`config.mk`:
```
export PLATFORM = sky130hd
export DESIGN_NAME = ex_mem_reg
export DESIGN_NICKNAME = d
export VERILOG_FILES = /design/src/rtl/wisc_pkg.sv /design/src/rtl/mem_access_fsm.sv /design/src/rtl/ex_mem_reg.sv
export SDC_FILE = /design/constraint.sdc
export NUM_CORES = 1
export LEC_CHECK = 0
export ABC_CLOCK_PERIOD_IN_PS = 1900
export CAP_MARGIN = 30
export CORE_ASPECT_RATIO = 0.75
export CORE_UTILIZATION = 40
export DETAILED_ROUTE_END_ITERATION = 12
export PLACE_DENSITY = 0.75
export SYNTH_ARGS = -nofsm -noshare
export SYNTH_HDL_FRONTEND = slang
export SYNTH_SLANG_ARGS = --single-unit
```
`constraint.sdc`:
```
create_clock -name clk -period 1.9 [get_ports clk]
set_input_delay 0.38 -clock clk [delete_from_list [all_inputs] [get_ports clk]]
set_output_delay 0.38 -clock clk [all_outputs]
set_load 0.01 [all_outputs]
```
`src/rtl/wisc_pkg.sv`:
```
// Shared definitions for the WISC-SP20 pipeline: the bubble instruction word,
// primary opcode values, the data-memory access state encoding, and a small
// decode helper.
package wisc_pkg;

  // Instruction word used for bubbles and reset (opcode NOP).
  localparam logic [15:0] NOP_INSTR = 16'h0800;

  // Primary opcodes, instr[15:11].
  localparam logic [4:0] OP_HALT = 5'b00000;
  localparam logic [4:0] OP_NOP  = 5'b00001;
  localparam logic [4:0] OP_ST   = 5'b10000;
  localparam logic [4:0] OP_LD   = 5'b10001;
  localparam logic [4:0] OP_STU  = 5'b10011;

  // Data-memory access controller states.
  typedef enum logic [1:0] {
    ST_IDLE   = 2'b00,
    ST_ACCESS = 2'b01,
    ST_ERR    = 2'b10
  } mem_state_t;

  // A captured instruction needs a data-memory access only if it is real
  // and either reads or writes memory.
  function automatic logic is_mem_op(input logic valid, input logic rd, input logic wr);
    return valid & (rd | wr);
  endfunction

endpackage

```
`src/rtl/mem_access_fsm.sv`:
```
// Data-memory access sequencer for the EX/MEM register. Tracks whether an
// access is outstanding, drives the memory enable, raises back-pressure until
// the memory reports completion, and locks into a sticky error state.
module mem_access_fsm (
  input  logic clk,
  input  logic rst,
  input  logic i_start,
  input  logic i_mem_done,
  input  logic i_mem_err,
  output logic o_mem_en,
  output logic o_mem_busy,
  output logic o_err
);
  import wisc_pkg::*;

  mem_state_t r_state;
  mem_state_t w_state_nxt;
  logic       r_mem_en;
  logic       r_err;

  // State register with decoded enable/error flags registered alongside it.
  always_ff @(posedge clk or negedge rst) begin
    if (!rst) begin
      r_state  <= ST_IDLE;
      r_mem_en <= 1'b0;
      r_err    <= 1'b0;
    end else begin
      r_state  <= w_state_nxt;
      r_mem_en <= (w_state_nxt == ST_ACCESS);
      r_err    <= (w_state_nxt == ST_ERR);
    end
  end

  // Next-state logic; a memory error outranks completion, and an unknown
  // encoding is treated as an error so it can never silently resume.
  always_comb begin
    w_state_nxt = r_state;
    case (r_state)
      ST_IDLE: begin
        if (i_start) begin
          w_state_nxt = ST_ACCESS;
        end else begin
          w_state_nxt = ST_IDLE;
        end
      end
      ST_ACCESS: begin
        if (i_mem_err) begin
          w_state_nxt = ST_ERR;
        end else if (i_mem_done) begin
          if (i_start) begin
            w_state_nxt = ST_ACCESS;
          end else begin
            w_state_nxt = ST_IDLE;
          end
        end else begin
          w_state_nxt = ST_ACCESS;
        end
      end
      ST_ERR: begin
        w_state_nxt = ST_ERR;
      end
      default: begin
        w_state_nxt = ST_ERR;
      end
    endcase
  end

  // Outputs; busy drops combinationally in the cycle the memory completes.
  always_comb begin
    o_mem_en   = r_mem_en;
    o_err      = r_err;
    o_mem_busy = r_mem_en & ~i_mem_done;
  end

endmodule

```
`src/rtl/ex_mem_reg.sv`:
```
// EX/MEM pipeline register of the WISC-SP20 five-stage pipeline. Captures the
// execute stage every cycle it may advance, freezes on stalls, outstanding
// memory accesses, halt or error, and inserts bubbles for flushes (including
// flushes that arrive while the register is frozen).
module ex_mem_reg #(
  parameter logic [15:0] NOP_INSTR = 16'h0800
) (
  input  logic        clk,
  input  logic        rst,
  input  logic        ex_valid,
  input  logic [15:0] ex_instr,
  input  logic [15:0] ex_alu_out,
  input  logic [15:0] ex_store_data,
  input  logic [15:0] ex_bj_data,
  input  logic [2:0]  ex_rd,
  input  logic [2:0]  ex_rs,
  input  logic        ex_valid_rd,
  input  logic        ex_reg_write,
  input  logic        ex_mem_read,
  input  logic        ex_mem_write,
  input  logic        ex_halt,
  input  logic        stall_in,
  input  logic        flush,
  input  logic        mem_done,
  input  logic [15:0] mem_rdata,
  input  logic        mem_err,
  output logic        m_valid,
  output logic        m_reg_write,
  output logic        m_mem_read,
  output logic        m_mem_write,
  output logic        m_valid_rd,
  output logic        m_halt,
  output logic [15:0] m_instr,
  output logic [15:0] m_alu_out,
  output logic [15:0] m_store_data,
  output logic [15:0] m_bj_data,
  output logic [15:0] m_load_data,
  output logic [2:0]  m_rd,
  output logic [2:0]  m_rs,
  output logic        mem_en,
  output logic        mem_busy,
  output logic        err
);
  import wisc_pkg::*;

  logic        r_valid, r_reg_write, r_mem_read, r_mem_write, r_valid_rd, r_halt;
  logic [15:0] r_instr, r_alu_out, r_store_data, r_bj_data, r_load_data;
  logic [2:0]  r_rd, r_rs;
  logic        r_flush_pend;
  logic        r_halted;

  logic w_mem_en, w_mem_busy, w_err;
  logic w_hold, w_advance, w_bubble, w_capture, w_start_mem;

  assign w_hold      = stall_in | w_mem_busy | r_halted | w_err;
  assign w_advance   = ~w_hold;
  assign w_bubble    = flush | r_flush_pend;
  assign w_capture   = w_advance & ~w_bubble;
  assign w_start_mem = w_capture & is_mem_op(ex_valid, ex_mem_read, ex_mem_write);

  mem_access_fsm u_fsm (
    .clk        (clk),
    .rst        (rst),
    .i_start    (w_start_mem),
    .i_mem_done (mem_done),
    .i_mem_err  (mem_err),
    .o_mem_en   (w_mem_en),
    .o_mem_busy (w_mem_busy),
    .o_err      (w_err)
  );

  // Pipeline register bank: capture, bubble, or hold.
  always_ff @(posedge clk or negedge rst) begin
    if (!rst) begin
      r_valid      <= 1'b0;
      r_reg_write  <= 1'b0;
      r_mem_read   <= 1'b0;
      r_mem_write  <= 1'b0;
      r_valid_rd   <= 1'b0;
      r_halt       <= 1'b0;
      r_instr      <= NOP_INSTR;
      r_alu_out    <= 16'h0000;
      r_store_data <= 16'h0000;
      r_bj_data    <= 16'h0000;
      r_rd         <= 3'd0;
      r_rs         <= 3'd0;
    end else if (w_capture) begin
      r_valid      <= ex_valid;
      r_reg_write  <= ex_reg_write & ex_valid;
      r_mem_read   <= ex_mem_read  & ex_valid;
      r_mem_write  <= ex_mem_write & ex_valid;
      r_valid_rd   <= ex_valid_rd  & ex_valid;
      r_halt       <= ex_halt      & ex_valid;
      r_instr      <= ex_instr;
      r_alu_out    <= ex_alu_out;
      r_store_data <= ex_store_data;
      r_bj_data    <= ex_bj_data;
      r_rd         <= ex_rd;
      r_rs         <= ex_rs;
    end else if (w_advance) begin
      r_valid      <= 1'b0;
      r_reg_write  <= 1'b0;
      r_mem_read   <= 1'b0;
      r_mem_write  <= 1'b0;
      r_valid_rd   <= 1'b0;
      r_halt       <= 1'b0;
      r_instr      <= NOP_INSTR;
      r_alu_out    <= 16'h0000;
      r_store_data <= 16'h0000;
      r_bj_data    <= 16'h0000;
      r_rd         <= 3'd0;
      r_rs         <= 3'd0;
    end else begin
      r_valid      <= r_valid;
      r_instr      <= r_instr;
    end
  end

  // Remember a flush that arrived while frozen so the next advance is a bubble.
  always_ff @(posedge clk or negedge rst) begin
    if (!rst) begin
      r_flush_pend <= 1'b0;
    end else if (w_advance) begin
      r_flush_pend <= 1'b0;
    end else if (flush) begin
      r_flush_pend <= 1'b1;
    end else begin
      r_flush_pend <= r_flush_pend;
    end
  end

  // A captured real HALT freezes the register until reset.
  always_ff @(posedge clk or negedge rst) begin
    if (!rst) begin
      r_halted <= 1'b0;
    end else if (w_capture & ex_valid & ex_halt) begin
      r_halted <= 1'b1;
    end else begin
      r_halted <= r_halted;
    end
  end

  // Load data is taken from memory on the completing cycle of a read.
  always_ff @(posedge clk or negedge rst) begin
    if (!rst) begin
      r_load_data <= 16'h0000;
    end else if (w_mem_en & mem_done & r_mem_read) begin
      r_load_data <= mem_rdata;
    end else begin
      r_load_data <= r_load_data;
    end
  end

  assign m_valid      = r_valid;
  assign m_reg_write  = r_reg_write;
  assign m_mem_read   = r_mem_read;
  assign m_mem_write  = r_mem_write;
  assign m_valid_rd   = r_valid_rd;
  assign m_halt       = r_halt;
  assign m_instr      = r_instr;
  assign m_alu_out    = r_alu_out;
  assign m_store_data = r_store_data;
  assign m_bj_data    = r_bj_data;
  assign m_load_data  = r_load_data;
  assign m_rd         = r_rd;
  assign m_rs         = r_rs;
  assign mem_en       = w_mem_en;
  assign mem_busy     = w_mem_busy;
  assign err          = w_err;

endmodule

```
### Word level (Yosys, flattened, before mapping)

Index checks and enable logic that the tools add are counted.

* register bits: 98

* eq/ne operators: 5
* muxes and demuxes: 22
* bitwise gates (word level): 21
* reduce and logical (&&, ||, !) cells: 1

Operators with widths (number)
* $mux W16: 6
* $and A1 B1 Y1: 13
* $mux W1: 11
* $mux W3: 3
* $or A1 B1 Y1: 5
* $eq A2 B1 Y1 const B: 2
* $pmux W2 S2: 1
* $not A1 Y1: 3
* $eq A2 B2 Y1 const B: 1
* $logic_not A2 Y1: 1
* $mux W2: 1
* $ne A2 B1 Y1 const B: 1
* $ne A2 B2 Y1 const B: 1

### Depth between registers and ports, before layout

Gate-level depths: netlist of the first run.

* depth in word-level cells: 13
* depth in mapped cells: 5
* mapped depth without buffers: 3

### By module

A second synthesis of the first run with hierarchy kept.

* cells, all modules: 304
* area total of the unflattened synthesis: 4271.6 sq um

Modules (own cells, without submodules)
* ex_mem_reg: instances 1, cells each 293, area each 4127.7 sq um, seq. area each 2353.5 sq um
* mem_access_fsm: instances 1, cells each 11, area each 143.9 sq um, seq. area each 100.1 sq um

### Worst setup path after synthesis of the first run

No wires, ideal clock.

* path kind: flip-flop to flip-flop
* start point: reg u_fsm.r_err, in the netlist u_fsm.o_err
* end point: reg r_halt, in the netlist m_halt
* arrival time: 1.379 ns
* data required time: 1.779 ns
* path slack: 0.400 ns
* cell stages (with the launch flop): 5
* buffers on the path: 1
* path through: dfrtp_1 -> or3_4 -> or2_4 -> buf_6 -> a22o_1

* longest elaborated chain between the ends: 4
* elaborated cells on any way between the ends: 5
* classes of those cells: eq/ne: 1; mux: 1; bitwise: 3

Ends and longest elaborated chain
* from (decl): line mem_access_fsm.sv:19 `logic r_err;`
* from (signal assigned): line mem_access_fsm.sv:30 `r_err <= (w_state_nxt == ST_ERR);`
* $or A1 B1 Y1 *: line ex_mem_reg.sv:55 `assign w_hold = stall_in | w_mem_busy | r_halted | w_err;`
* $not A1 Y1: line ex_mem_reg.sv:56 `assign w_advance = ~w_hold;`
* $and A1 B1 Y1: line ex_mem_reg.sv:58 `assign w_capture = w_advance & ~w_bubble;`
* $ne A2 B1 Y1 (no source line) / $mux W1 (equally long branches)
* to (signal assigned): line ex_mem_reg.sv:93 `r_halt <= ex_halt & ex_valid;`
* to (decl): line ex_mem_reg.sv:46 `logic r_valid, r_reg_write, r_mem_read, r_mem_write, r_valid_rd, r_halt;`

Every way passes the cells marked *; elsewhere a longest branch is shown, timed or not.
A chain may end at the register's enable or synchronous reset.

### Final worst setup path of the first run

* start point: reg r_instr[11], in the netlist m_instr[11]
* end point: out m_instr[11]

RTL lines
* from (decl): line ex_mem_reg.sv:47 `logic [15:0] r_instr, r_alu_out, r_store_data, r_bj_data, r_load_data;`
* from (signal assigned): line ex_mem_reg.sv:94 `r_instr <= ex_instr;`
* from (signal assigned): line ex_mem_reg.sv:115 `r_instr <= r_instr;`
* to (decl): line ex_mem_reg.sv:33 `output logic [15:0] m_instr,`

No word-level cell between the ends.

==> impl_metrics.env, run 1 <==
export IMPL_clkTransAtPathRegs_ns=0.06
export IMPL_syn2layout_area_growth_pct=62.0
export IMPL_hold_path_cell_count=2
export IMPL_track_usage=0.219
export IMPL_cp_start_kind="register"
export IMPL_worst_slack_ns=0.114
export IMPL_slowest_delay_ns=0.55
export IMPL_seqCellArea_um2=2450
export IMPL_synth_cells=386
export IMPL_wl_mm=11.0
export IMPL_diodes=0
export IMPL_peakVddDrop_uv=691
export IMPL_clkLatencyLatePin_ns=0.33
export IMPL_ios=193
export IMPL_drive_gt1_frac=0.0881
export IMPL_root_buffer="clkbuf_16"
export IMPL_grt_pass1_vias=3460
export IMPL_worstMarginPinSlew_ns=0.454
export IMPL_first_pass_iters=4
export IMPL_ys_warn_count=0
export IMPL_start_util=0.424
export IMPL_r2r_end="r_halted$_DFFE_PN0P_"
export IMPL_die_x_um=117
export IMPL_synth_seq_cells=98
export IMPL_grt_pass1_wl_mm=17.2
export IMPL_htreeDepth=3
export IMPL_dp_slack_ns=-0.0373
export IMPL_ys_types=23
export IMPL_finalSetupViolCount=0
export IMPL_final_common_cell="clkdlybuf4s50_1"
export IMPL_grt_max_degree=62
export IMPL_max_slew_margin=0.698
export IMPL_path_max_fanout=2
export IMPL_fillers=769
export IMPL_fmax_mhz=560
export IMPL_route_detailed_drc=0
export IMPL_cellLeakagePower_nw=2.70
export IMPL_via_per_inst=5.05
export IMPL_place_hpwl_mm=7.71
export IMPL_worstSetupPathType="register to output port"
export IMPL_core_um2=9310
export IMPL_multiInputGateArea_um2=1340
export IMPL_hold_viol=0
export IMPL_vias=3568
export IMPL_grt_ovfl_total=0
export IMPL_finish_utilization=0.687
export IMPL_holdPathEnd="m_instr[11]$_DFFE_PN1P_"
export IMPL_drv_cap=0
export IMPL_fin_crit_ns=1.79
export IMPL_rr_startpoint="r_halted$_DFFE_PN0P_"
export IMPL_wl_per_cell_um=15.6
export IMPL_die_y_um=88.0
export IMPL_cp_required_ns=1.52
export IMPL_power_density_nw_per_um2=1220
export IMPL_die_area_um2=10300
export IMPL_clock_sinks=98
export IMPL_layout_common_cells="190 x clkdlybuf4s50_1, 100 x o21ai_0, 97 x dfrtp_1, 69 x nand2_1, 46 x o21ai_1"
export IMPL_cts_buffers=9
export IMPL_reg2regPathDepth=5
export IMPL_drtAntennaViolNets=0
export IMPL_critPathBufInv=1
export IMPL_path_cells="clkdlybuf4s50_1"
export IMPL_fin_crit_sh=0.940
export IMPL_regToRegSetupSlack_ns=0.34
export IMPL_cp_top_family="buffers and inverters"
export IMPL_place_gp_congestion=0.840
export IMPL_hold_path_class="register to register"
export IMPL_antenna_found_initial=0
export IMPL_drv_slew=0
export IMPL_worst_ep_arrival_time_ns=1.41
export IMPL_slowest_stage="clkdlybuf4s50_1"
export IMPL_port_buffers=192
export IMPL_synth_area_um2=3950
export IMPL_rows=30
export IMPL_status="completed"
export IMPL_end_kind="output port"
export IMPL_drtIter0Drc=357
export IMPL_synth_nets=484
export IMPL_rsz0062_at_grt="false"
export IMPL_tritoncts="built"
export IMPL_clock_path_buffers=2
export IMPL_finalNetCount=672
export IMPL_clock_skew_ns=0.00467
export IMPL_ys_seq_area_frac=0.622
export IMPL_hp_start="m_instr[11]$_DFFE_PN1P_"
export IMPL_syn_avg_cell_area_um2=10.2
metal layers:
layer | track usage | share of wire | up-vias
met5 | 0 | 0 | -
met4 | 0.0598 | 0.0079 | 0
met3 | 0.0595 | 0.079 | 11
met2 | 0.358 | 0.48 | 158
met1 | 0.288 | 0.43 | 1702
li1 | - | - | 1697
cell usage after synthesis, drive strengths merged:
cell    count  area (µm²)
o21ai     146         731
clkbuf     24        91.3
nor3        2        10.0
nand2      69         259
nand3       3        15.0
a21oi       1        5.00
nor3b       1        7.51
or3b        1        8.76
dfstp       1        26.3
a22o        1        8.76
dfrtp      97        2430
or3         1        11.3
a21o        6        45.0
inv         2        7.51
buf         8        71.3
o31ai       2        15.0
nor2b       1        6.26
or2         1        8.76
mux2       16         180
nor2        3        11.3
logic make-up after synthesis:
family,Yosys count,share of synthesized area
AO/OA/AOI/OAI,156,0.204
multiplexers,16,0.0457
flip-flops,98,0.622
AND/OR/NAND/NOR,82,0.0856
buffers and inverters,34,0.0431
sequential cells by signal (all words and copies together) (netlist names), 2 cells and up:
register       cells
m_rs               3
m_instr           16
m_store_data      16
m_rd               3
m_load_data       16
u_fsm.r_state      2
m_bj_data         16
m_alu_out         16
metrics by stage:
stage	total power (W)	instance area [µm²]	TNS, ns	std cells	hold WS, ns
finish	0.00778	6390	0	707	0.487
global route	0.00825	6390	0	707	0.518
CTS	0.00787	6390	0	707	0.488
detailed placement	0.00602	6090	-0.187	690	0.361
global placement	0.00595	6090	-0.0152	690	0.356
floorplan	0.00424	3950	0	386	0.0844
layout make-up:
class | instances | share of cell area
clock buffer | 14 | 0.0413
multi-input combinational | 254 | 0.209
clock inverter | 2 | 0.00548
inverter | 2 | 0.00117
timing repair buffer | 209 | 0.334
tap | 128 | 0.0250
sequential | 98 | 0.384
what timing repair did:
action | in CTS | in global routing
hold endpoints to repair | 16 | 0
gates resized for setup | 1 | 0
endpoints found under the setup margin | 1 | 0
buffers inserted | 0 | 0
hold buffers | 1 | 0
worst max-delay path by stage:
stage / start / to / slack [ns] / depth (start not counted)
after floorplan: u_fsm.o_err$_DFF_PN0_ / m_halt$_DFFE_PN0P_ / 0.40 / 4
after global placement: stall_in / m_halt$_DFFE_PN0P_ / -0.01 / 6
after detailed placement: stall_in / m_alu_out[0]$_DFFE_PN0P_ / -0.04 / 5
after CTS: m_instr[11]$_DFFE_PN1P_ / m_instr[11] / 0.09 / 1
after global routing: m_instr[11]$_DFFE_PN1P_ / m_instr[11] / 0.08 / 1
final: m_instr[11]$_DFFE_PN1P_ / m_instr[11] / 0.11 / 1
where the power goes:
group / switching, W / internal [W] / total, W
Clock: 0.000718 / 0.00109 / 0.00181
Sequential: 0.000328 / 0.00271 / 0.00304
Combinational: 0.00135 / 0.00158 / 0.00293
Total: 0.00239 / 0.00539 / 0.00778
(Power assumes the default switching activity.)
==> inputs of run 2 (changes only) <==
--- a/config.mk
+++ b/config.mk
@@ -5,12 +5,11 @@
 export SDC_FILE = /design/constraint.sdc
 export NUM_CORES = 1
 export LEC_CHECK = 0
-export ABC_CLOCK_PERIOD_IN_PS = 1900
+export ABC_CLOCK_PERIOD_IN_PS = 2200
 export CAP_MARGIN = 30
-export CORE_ASPECT_RATIO = 0.75
-export CORE_UTILIZATION = 40
+export CORE_UTILIZATION = 42
 export DETAILED_ROUTE_END_ITERATION = 12
-export PLACE_DENSITY = 0.75
+export PLACE_DENSITY = 0.79
 export SYNTH_ARGS = -nofsm -noshare
 export SYNTH_HDL_FRONTEND = slang
 export SYNTH_SLANG_ARGS = --single-unit
==> constraint.sdc (replaced) <==
create_clock -name clk -period 2.2 [get_ports clk]
set_input_delay 0.44 -clock clk [delete_from_list [all_inputs] [get_ports clk]]
set_output_delay 0.44 -clock clk [all_outputs]
set_load 0.01 [all_outputs]
==> impl_metrics.env, run 2 (synthesized netlist as in run 1, its figures left out) <==
export IMPL_hold_path_class="register to register"
export IMPL_cpMostUsedCell="clkdlybuf4s50_1"
export IMPL_fin_crit_ns=2.10
export IMPL_grt_pass1_wl_mm=18.3
export IMPL_layout_common_cells="191 x clkdlybuf4s50_1, 100 x o21ai_0, 97 x dfrtp_1, 69 x nand2_1, 46 x o21ai_1"
export IMPL_start_util=0.431
export IMPL_finalSetupViolCount=0
export IMPL_port_buffers=192
export IMPL_postCtsSetupRepairBufs=0
export IMPL_core_um2=9150
export IMPL_slowest_stage="clkdlybuf4s50_1"
export IMPL_fmax_mhz=476
export IMPL_cp_start_kind="input port"
export IMPL_rsz0062_at_grt="false"
export IMPL_path_max_fanout=5
export IMPL_worstSetupPathType="input port to output port"
export IMPL_fin_crit_sh=0.956
export IMPL_hold_path_cell_count=1
export IMPL_worstMarginPinSlew_ns=0.428
export IMPL_peakVddDrop_uv=578
export IMPL_drtAntennaViolNets=0
export IMPL_wl_mm=11.1
export IMPL_whs_ns=0.463
export IMPL_vias=3669
export IMPL_path_cells="clkdlybuf4s50_1 -> nor2b_4 -> clkdlybuf4s50_1"
export IMPL_worst_slack_ns=0.0973
export IMPL_diodes=0
export IMPL_ios=193
export IMPL_slowest_delay_ns=0.56
export IMPL_die_y_um=98.9
export IMPL_place_hpwl_mm=7.83
export IMPL_route_detailed_drc=0
export IMPL_clock_skew_ns=0.00793
export IMPL_clock_sinks=98
export IMPL_clkTransAtPathRegs_ns=0.09
export IMPL_clkLatencyLatePin_ns=0.35
export IMPL_reg2regPathDepth=4
export IMPL_grt_pass1_vias=3682
export IMPL_cp_required_ns=1.76
export IMPL_grt_ovfl_total=0
export IMPL_grt_max_degree=50
export IMPL_root_buffer="clkbuf_8"
export IMPL_drtIter0Drc=140
export IMPL_drv_slew=0
export IMPL_end_kind="output port"
export IMPL_cellLeakagePower_nw=2.60
export IMPL_power_density_nw_per_um2=1000
export IMPL_htreeDepth=3
export IMPL_ctsResizeCount=0
export IMPL_track_usage=0.238
export IMPL_dp_slack_ns=0.110
export IMPL_finalNetCount=670
export IMPL_final_common_cell="clkdlybuf4s50_1"
export IMPL_drive_gt1_frac=0.0901
export IMPL_worst_ep_arrival_time_ns=1.66
export IMPL_fillers=707
export IMPL_die_x_um=98.9
export IMPL_antenna_found_initial=0
export IMPL_clock_path_buffers=2
export IMPL_tritoncts="built"
export IMPL_cp_top_family="buffers and inverters"
export IMPL_critPathBufInv=2
export IMPL_hold_viol=0
export IMPL_syn2layout_area_growth_pct=56.8
export IMPL_first_pass_iters=5
export IMPL_place_gp_congestion=0.781
export IMPL_cp_num_cells=3
export IMPL_die_area_um2=9790
export IMPL_via_per_inst=5.33
export IMPL_wl_per_cell_um=16.1
export IMPL_drv_cap=0
export IMPL_max_slew_margin=0.715
export IMPL_rows=35
export IMPL_cts_buffers=9
export IMPL_status="completed"
export IMPL_setup_tns_final_ns=0
run 2: cell count changes in the layout (fill, tap and decap cells not counted), sizes merged:
| cell | delta |
|---|---|
| clkbuf | -4 |
| clkinv | +3 |
| buf | -2 |
| clkinvlp | +2 |
| bufinv | -1 |
| clkdlybuf4s50 | +1 |
| dlygate4sd2 | -1 |
run 2: metrics by stage:
stage / util / instance area [µm²] / instances / power (W)
floorplan: - / 3950 / 386 / 0.00366
global placement: 0.656 / 6000 / 671 / 0.00512
detailed placement: 0.656 / 6000 / 671 / 0.00520
CTS: 0.676 / 6190 / 688 / 0.00628
global route: 0.676 / 6190 / 688 / 0.00660
finish: 0.676 / 6190 / 688 / 0.00621
run 2: power by group:
group	internal, W	switching, W
logic	0.00135	0.00118
registers	0.00234	0.000278
clock network	0.000442	0.000631
total	0.00413	0.00208
run 2: final timing paths:
kind,to,slack (ns),from
min in group asynchronous,m_bj_data[5]$_DFFE_PN0P_,0.55,rst
min reg2reg,u_fsm.o_err$_DFF_PN0_,0.46,u_fsm.r_state[1]$_DFF_PN0_
max in group asynchronous,m_store_data[11]$_DFFE_PN0P_,1.09,rst
max,mem_busy,0.1,mem_done
max reg2reg,m_alu_out[11]$_DFFE_PN0P_,0.54,r_halted$_DFFE_PN0P_
min,u_fsm.o_err$_DFF_PN0_,0.46,u_fsm.r_state[1]$_DFF_PN0_
run 2: layout make-up:
class	instances	area, µm²	share of cell area
clock buffer	10	138	0.0222
clock inverter	6	42.5	0.00687
inverter	2	7.51	0.00121
multi-input combinational	254	1340	0.216
sequential	98	2450	0.396
tap	111	139	0.0224
timing repair buffer	207	2070	0.335
run 2: timing repair:
action / 4_1_cts / 5_1_grt
setup endpoints to repair: 0 / 0
hold buffers: 1 / 0
endpoints found under the hold margin: 9 / 0
run 2: worst reg2reg max path: cells and delay by family, from the launching register on:
kind | cells | cell delay [ns]
AOI/OAI and AO/OA | 1 | 0.19
buffers and inverters | 1 | 0.23
DFF | 1 | 0.39
and+or+nand+nor | 2 | 0.76
run 2: layer usage:
layer / vias up / global-route usage / wire, µm
met4: 0 / 0.117 / 350
li1: 1687 / - / -
met1: 1786 / 0.289 / 4410
met2: 170 / 0.386 / 5280
met5: - / 0 / 0
met3: 26 / 0.0759 / 1020
